File: src/rtl/convkxk_stream.sv
// convkxk_stream: KxK streaming convolution with frame-aware window validity,
// valid/ready backpressure and frame-boundary coefficient commit. Build macro CONV_ABS_OUT_EN selects |result| output.
module convkxk_stream #(
  parameter int PIXEL_WIDTH  = 8,
  parameter int IMAGE_WIDTH  = 8,
  parameter int IMAGE_HEIGHT = 8,
  parameter int KERNEL_SIZE  = 3,
  parameter int COEFF_WIDTH  = 8,
  parameter int OUTPUT_WIDTH = 8,
  parameter int SHIFT_WIDTH  = 4
) (
  input  logic                                         clk,
  input  logic                                         rst_n,
  input  logic                                         s_valid,
  output logic                                         s_ready,
  input  logic [PIXEL_WIDTH-1:0]                       s_data,
  input  logic                                         s_sof,
  output logic                                         m_valid,
  input  logic                                         m_ready,
  output logic [OUTPUT_WIDTH-1:0]                      m_data,
  output logic                                         m_sof,
  output logic                                         m_eol,
  output logic                                         m_eof,
  input  logic                                         coef_we,
  input  logic [$clog2(KERNEL_SIZE*KERNEL_SIZE)-1:0]   coef_addr,
  input  logic [COEFF_WIDTH-1:0]                       coef_wdata,
  input  logic                                         coef_commit,
  input  logic [SHIFT_WIDTH-1:0]                       scale_shift,
  output logic                                         frame_err
);
  localparam int K      = KERNEL_SIZE;
  localparam int KK     = K * K;
  localparam int AW     = $clog2(KK);
  localparam int RW     = (IMAGE_HEIGHT > 1) ? $clog2(IMAGE_HEIGHT) : 1;
  localparam int CLW    = (IMAGE_WIDTH > 1) ? $clog2(IMAGE_WIDTH) : 1;
  localparam int PROD_W = PIXEL_WIDTH + COEFF_WIDTH + 1;
  localparam int ACC_W  = PIXEL_WIDTH + COEFF_WIDTH + 2 * $clog2(K) + 1;
  localparam int CENTRE = (K / 2) * K + K / 2;
  localparam logic [RW-1:0]  LAST_ROW = RW'(IMAGE_HEIGHT - 1);
  localparam logic [CLW-1:0] LAST_COL = CLW'(IMAGE_WIDTH - 1);
  localparam logic [RW-1:0]  WIN_ROW  = RW'(K - 1);
  localparam logic [CLW-1:0] WIN_COL  = CLW'(K - 1);
  localparam logic [AW-1:0]  KK_A     = AW'(KK);
`ifdef CONV_ABS_OUT_EN
  localparam logic signed [ACC_W-1:0] SAT_HI = ACC_W'((longint'(1) << OUTPUT_WIDTH) - 1);
`else
  localparam logic signed [ACC_W-1:0] SAT_HI = ACC_W'((longint'(1) << (OUTPUT_WIDTH - 1)) - 1);
  localparam logic signed [ACC_W-1:0] SAT_LO = ACC_W'(-(longint'(1) << (OUTPUT_WIDTH - 1)));
`endif

  typedef enum logic {IDLE, RUN} state_t;

  state_t                        state_q, state_d;
  logic [RW-1:0]                 row_q, row_d, p_row;
  logic [CLW-1:0]                col_q, col_d, p_col;
  logic                          en, acc_px, win_ok, copy_en;
  logic                          pend_q, pend_d, err_q, err_d;
  logic [SHIFT_WIDTH-1:0]        shift_q, shift_d;
  logic signed [COEFF_WIDTH-1:0] shadow_q [KK];
  logic signed [COEFF_WIDTH-1:0] shadow_d [KK];
  logic signed [COEFF_WIDTH-1:0] active_q [KK];
  logic signed [COEFF_WIDTH-1:0] active_d [KK];
  logic [PIXEL_WIDTH-1:0]        lb_q [K-1][IMAGE_WIDTH];
  logic [PIXEL_WIDTH-1:0]        lb_col_d [K-1];
  logic [PIXEL_WIDTH-1:0]        col_new [K];
  logic [PIXEL_WIDTH-1:0]        win_q [K][K];
  logic [PIXEL_WIDTH-1:0]        win_d [K][K];
  logic                          v1_q, v1_d, sof1_q, sof1_d, eol1_q, eol1_d, eof1_q, eof1_d;
  logic signed [PROD_W-1:0]      prod_q [KK];
  logic signed [PROD_W-1:0]      prod_d [KK];
  logic [SHIFT_WIDTH-1:0]        sh1_q, sh1_d;
  logic                          m_valid_q, m_valid_d, m_sof_q, m_sof_d;
  logic                          m_eol_q, m_eol_d, m_eof_q, m_eof_d;
  logic [OUTPUT_WIDTH-1:0]       m_data_q, m_data_d, sat;
  logic signed [ACC_W-1:0]       sum, scaled;
`ifdef CONV_ABS_OUT_EN
  logic signed [ACC_W-1:0]       mag;
`endif

  // One enable moves the whole pipeline, including the IDLE drop path.
  assign en      = !m_valid_q || m_ready;
  assign s_ready = en;

  always_comb begin
    state_d = state_q;
    row_d   = row_q;
    col_d   = col_q;
    pend_d  = pend_q;
    err_d   = 1'b0;
    shift_d = shift_q;
    copy_en = 1'b0;
    acc_px  = s_valid && en && (state_q == RUN || s_sof);
    p_row   = s_sof ? '0 : row_q;
    p_col   = s_sof ? '0 : col_q;
    win_ok  = acc_px && (p_row >= WIN_ROW) && (p_col >= WIN_COL);
    if (acc_px) begin
      if (s_sof) shift_d = scale_shift;
      if (state_q == RUN && s_sof && (row_q != '0 || col_q != '0)) err_d = 1'b1;
      if (p_row == LAST_ROW && p_col == LAST_COL) begin
        state_d = IDLE;
        row_d   = '0;
        col_d   = '0;
      end else begin
        state_d = RUN;
        if (p_col == LAST_COL) begin
          row_d = p_row + 1'b1;
          col_d = '0;
        end else begin
          row_d = p_row;
          col_d = p_col + 1'b1;
        end
      end
    end
    if (coef_commit) begin
      if (state_q == IDLE) copy_en = 1'b1;
      else                 pend_d  = 1'b1;
    end
    // A deferred commit lands on the edge that closes the frame.
    if (state_q == RUN && state_d == IDLE && pend_d) begin
      copy_en = 1'b1;
      pend_d  = 1'b0;
    end
  end

  always_comb begin
    shadow_d = shadow_q;
    if (coef_we && coef_addr < KK_A) shadow_d[coef_addr] = coef_wdata;
    active_d = copy_en ? shadow_d : active_q;
  end

  // Column 0 of the new window column is the oldest row (top).
  always_comb begin
    col_new[K-1] = s_data;
    lb_col_d[0]  = s_data;
    for (int i = 0; i < K - 1; i++) col_new[i] = lb_q[K-2-i][p_col];
    for (int j = 1; j < K - 1; j++) lb_col_d[j] = lb_q[j-1][p_col];
    win_d = win_q;
    if (acc_px) begin
      for (int r = 0; r < K; r++) begin
        for (int c = 0; c < K - 1; c++) win_d[r][c] = win_q[r][c+1];
        win_d[r][K-1] = col_new[r];
      end
    end
  end

  always_comb begin
    v1_d   = v1_q;
    sof1_d = sof1_q;
    eol1_d = eol1_q;
    eof1_d = eof1_q;
    sh1_d  = sh1_q;
    prod_d = prod_q;
    if (en) begin
      v1_d   = win_ok;
      sof1_d = (p_row == WIN_ROW) && (p_col == WIN_COL);
      eol1_d = (p_col == LAST_COL);
      eof1_d = (p_col == LAST_COL) && (p_row == LAST_ROW);
      sh1_d  = shift_q;
      for (int r = 0; r < K; r++)
        for (int c = 0; c < K; c++)
          prod_d[r*K+c] = PROD_W'($signed({1'b0, win_d[r][c]})) * PROD_W'(active_q[r*K+c]);
    end
  end

  always_comb begin
    sum = '0;
    for (int i = 0; i < KK; i++) sum = sum + ACC_W'(prod_q[i]);
    scaled = sum >>> sh1_q;
`ifdef CONV_ABS_OUT_EN
    mag = scaled[ACC_W-1] ? -scaled : scaled;
    sat = (mag > SAT_HI) ? SAT_HI[OUTPUT_WIDTH-1:0] : mag[OUTPUT_WIDTH-1:0];
`else
    if (scaled > SAT_HI)      sat = SAT_HI[OUTPUT_WIDTH-1:0];
    else if (scaled < SAT_LO) sat = SAT_LO[OUTPUT_WIDTH-1:0];
    else                      sat = scaled[OUTPUT_WIDTH-1:0];
`endif
    m_valid_d = m_valid_q;
    m_data_d  = m_data_q;
    m_sof_d   = m_sof_q;
    m_eol_d   = m_eol_q;
    m_eof_d   = m_eof_q;
    if (en) begin
      m_valid_d = v1_q;
      m_data_d  = sat;
      m_sof_d   = v1_q && sof1_q;
      m_eol_d   = v1_q && eol1_q;
      m_eof_d   = v1_q && eof1_q;
    end
  end

  always_ff @(posedge clk or negedge rst_n) begin
    if (!rst_n) begin
      state_q   <= IDLE;
      row_q     <= '0;
      col_q     <= '0;
      pend_q    <= 1'b0;
      err_q     <= 1'b0;
      shift_q   <= '0;
      v1_q      <= 1'b0;
      sof1_q    <= 1'b0;
      eol1_q    <= 1'b0;
      eof1_q    <= 1'b0;
      sh1_q     <= '0;
      m_valid_q <= 1'b0;
      m_data_q  <= '0;
      m_sof_q   <= 1'b0;
      m_eol_q   <= 1'b0;
      m_eof_q   <= 1'b0;
      for (int i = 0; i < KK; i++) begin
        shadow_q[i] <= COEFF_WIDTH'(i == CENTRE);
        active_q[i] <= COEFF_WIDTH'(i == CENTRE);
        prod_q[i]   <= '0;
      end
      for (int r = 0; r < K; r++)
        for (int c = 0; c < K; c++) win_q[r][c] <= '0;
      for (int j = 0; j < K - 1; j++)
        for (int x = 0; x < IMAGE_WIDTH; x++) lb_q[j][x] <= '0;
    end else begin
      state_q   <= state_d;
      row_q     <= row_d;
      col_q     <= col_d;
      pend_q    <= pend_d;
      err_q     <= err_d;
      shift_q   <= shift_d;
      shadow_q  <= shadow_d;
      active_q  <= active_d;
      win_q     <= win_d;
      v1_q      <= v1_d;
      sof1_q    <= sof1_d;
      eol1_q    <= eol1_d;
      eof1_q    <= eof1_d;
      sh1_q     <= sh1_d;
      prod_q    <= prod_d;
      m_valid_q <= m_valid_d;
      m_data_q  <= m_data_d;
      m_sof_q   <= m_sof_d;
      m_eol_q   <= m_eol_d;
      m_eof_q   <= m_eof_d;
      if (acc_px)
        for (int j = 0; j < K - 1; j++) lb_q[j][p_col] <= lb_col_d[j];
    end
  end

  assign m_valid   = m_valid_q;
  assign m_data    = m_data_q;
  assign m_sof     = m_sof_q;
  assign m_eol     = m_eol_q;
  assign m_eof     = m_eof_q;
  assign frame_err = err_q;

endmodule
File: config.mk
export PLATFORM = sky130hd
export DESIGN_NAME = convkxk_stream
export DESIGN_NICKNAME = d
export VERILOG_FILES = /design/src/rtl/convkxk_stream.sv
export SDC_FILE = /design/constraint.sdc
export NUM_CORES = 2
export LEC_CHECK = 0
export CAP_MARGIN = 5
export CORE_MARGIN = 3
export CORE_UTILIZATION = 50
export DETAILED_ROUTE_END_ITERATION = 8
export PLACE_DENSITY = 0.68
export SYNTH_ARGS = -nofsm -noshare
export SYNTH_HDL_FRONTEND = slang
export SYNTH_SLANG_ARGS = --single-unit
File: constraint.sdc
create_clock -name clk -period 6.8 [get_ports clk]
set_clock_uncertainty 0.2 [all_clocks]
set_input_delay 1.36 -clock clk [delete_from_list [all_inputs] [get_ports clk]]
set_output_delay 1.36 -clock clk [all_outputs]
set_load 0.05 [all_outputs]
==> results.py <==
metrics = {
    "run_status": {
        "outcome": "completed",
    },
    "setup_path": {
        "r2r_cells": 21,
        "startpoint_type": "primary input",
        "required_ns": 7.08,
        "endpoint_kind": "flop",
        "cp_max_fo": 10,
        "r2r_start": "prod_q[70]",
        "crit_top_cell": "buf_4",
        "startpoint": "m_ready",
        "arrival_ns": 6.98,
        "crit_type": "primary input to flop",
        "worst_path_max_delay_cell": "fa_1",
        "critPathMaxStageDelay_ns": 0.50,
        "rrSetupSlack_ns": 0.28,
        "r2r_end": "m_data[3]",
    },
    "sta": {
        "fmax_ghz": 0.149,
        "period_minus_slack_ns": 6.70,
        "fin_crit_sh_pct": 98.5,
        "tightest_slew_ns": 1.12,
        "holdWs_ns": 0.268,
        "hold_violations": 0,
        "relSlewSlack_pct": 25.6,
        "finalMaxSlewViolations": 0,
        "fin_setup_tns_ns": 0,
        "setup_viol": 0,
    },
    "final_layout": {
        "area_delta_synth_final_pct": 17.2,
        "final_area_mm2": 0.0523,
        "layout-drive-gt1-share_pct": 17.8,
        "final_util_pct": 59.7,
        "insertedDiodeCount": 0,
        "nets": 5853,
    },
    "cts": {
        "clkLatencyLatePin_ns": 0.63,
        "htreeDepth": 3,
        "hold_buffers": 0,
        "root_buffer": "clkbuf_16",
        "numCtsBuffers": 66,
        "cts_tree": "built",
        "clkSinkCount": 530,
        "cts_buffer_depth": 3,
        "clkSlewWorstSetupHoldPaths_ns": 0.06,
    },
    "logic_synthesis": {
        "synthFlopType": "dfrtp_1",
        "synth.net_count": 5467,
        "async_reset_ff_share_pct": 100,
        "synth-seq-area-share_pct": 29.7,
        "synthTopCellsByArea": "dfrtp_1, fa_1, ha_1, nand2_1, inv_1",
        "synth_edf_count": 0,
        "synth_top_area_share_pct": 29.6,
        "syn_inst": 4567,
        "yosys_warnings": 0,
        "synth_area_mm2": 0.0446,
        "synth_seq_cells": 530,
        "synth_cell_type_count": 81,
        "avgSynthCellArea_um2": 9.77,
        "synth_top_area_cell": "dfrtp_1",
    },
    "routing": {
        "routedWlPerCell_um": 19.5,
        "via_count": 33200,
        "drtIter0Drc": 2399,
        "ant_nets": 0,
        "drtPass1Iterations": 5,
        "vias_per_cell": 5.40,
        "wirelength_um": 120000,
        "drc_errors": 0,
    },
    "place": {
        "place_area_mm2": 0.0492,
        "io_buffers": 44,
        "place_hpwl_um": 90300,
        "globalplace.congestion": 0.923,
    },
    "die": {
        "fp.dieH_um": 305,
        "core_area_mm2": 0.0876,
        "num_rows": 108,
        "initial_utilization_pct": 50.9,
        "ios": 45,
        "die_area_mm2": 0.0928,
        "die_x_um": 305,
    },
    "global_routing": {
        "grtUsageTotal_pct": 26.3,
        "grt_first_pass_wirelength_um": 192000,
        "overflow": 0,
        "grt_max_degree": 156,
        "antenna_found_initial": 8,
        "grt_pass1_vias": 34200,
    },
    "min_path": {
        "hold_depth": 2,
        "worstHoldStart": "eof1_q",
        "hp-class": "flop to flop",
        "holdPathEnd": "eof1_q",
    },
    "flow_run": {
        "drv_cap": 0,
    },
}
[kinds of logic after synthesis]
group,after synthesis,share of synthesized area (%)
adders and majority gates,869,32.0
buffers and inverters,806,6.85
and+or+nand+nor,1389,14.6
muxes,264,6.62
DFF,530,29.7
AOI/OAI and AO/OA,619,8.38
xor gates and xnor gates,90,1.77
[worst max-delay path by stage]
stage	end	slack, ns	cells past startpoint
floorplan	prod_q[117]	-0.03	27
global placement	prod_q[33]	-0.94	25
CTS	prod_q[96]	-0.04	35
finish	prod_q[32]	0.1	31
global route	prod_q[32]	-0.05	34
detailed placement	prod_q[118]	-1.0	28
[layout make-up]
type | count | area (µm²)
tap | 1155 | 1450
clock inverter | 31 | 493
multi-input combinational | 3231 | 28800
sequential | 530 | 13300
inverter | 668 | 2520
fill | 7431 | 35300
clock buffer | 86 | 1870
timing repair buffer | 456 | 3840
[per-stage QoR]
step | cells | worst slack [ns]
floorplan | 4567 | -0.0255
CTS | 6140 | -0.0420
finish | 6157 | 0.0993
global placement | 6003 | -0.944
global route | 6157 | -0.0485
detailed placement | 6003 | -0.997
[cells in the final DEF (no fill, tap or decap), types with 9 or more instances in the layout]
master             n
a211oi_1          13
a21boi_1          29
a21o_1            17
a21oi_1          178
a21oi_2           18
a22oi_1           13
a31oi_1            9
and2_1           207
buf_12            17
buf_4            388
bufinv_16          9
clkbuf_16         67
clkbuf_8          14
clkdlybuf4s50_1   38
dfrtp_1          528
fa_1             455
ha_1             413
inv_1            661
mux2_2           211
mux2i_1           42
nand2_1          653
nand2_2           11
nand2b_1          22
nand3_1           22
nor2_1           203
nor2b_1          126
nor3_1            28
o21ai_0          157
o21ai_1           43
o22ai_1           14
o31ai_1           31
or2_2             31
or3_1             19
xnor2_1           43
xor2_1            44
[synth_stat cells, types with 17 or more instances]
cell type and n:
o21ai_0 197, and2_1 210, nand2_1 668, o31ai_1 32, or3_1 19, fa_1 455
nor2b_1 127, a21oi_1 201, nand2b_1 26, mux2_2 211, a21boi_0 37, xor2_1 45
nor2_1 206, buf_1 23, xnor2_1 45, or2_2 32, clkbuf_1 105, mux2i_1 48
dfrtp_1 528, nand3_1 22, a21o_1 17, ha_1 414, nor3_1 31, inv_1 663
[layer usage]
metal	vias up	track usage, %	share of wire [%]
li1	15500	-	-
met2	830	41.6	46
met4	2	7.38	2.7
met3	161	3.75	6.0
met5	-	0	0.010
met1	16700	38.1	45
[sequential cells by signal, indices dropped and copies added (netlist names), 3 cells and up]
name	count
lb_q	128
active_q	72
sh1_q	4
col_q	3
shift_q	4
shadow_q	72
prod_q	153
win_q	72
row_q	3
m_data	8
[critical path, delay by kind of cell]
family / cells / cell delay [ns]
buf+inv: 12 / 1.48
fa+ha+maj: 5 / 2.18
xor+xnor: 1 / 0.20
compound gates: 6 / 1.07
simple gates: 7 / 0.67
[repair_timing]
item                       4_1_cts  5_1_grt
cloned                           2        1
pin swaps                       22       51
setup buffers                   19       16
gates resized for setup         67       88
setup endpoints to repair       33       55
Power is left out: the tool's default activity adds up to more than one toggle a clock period on the data nets, which glitch-free logic cannot reach.
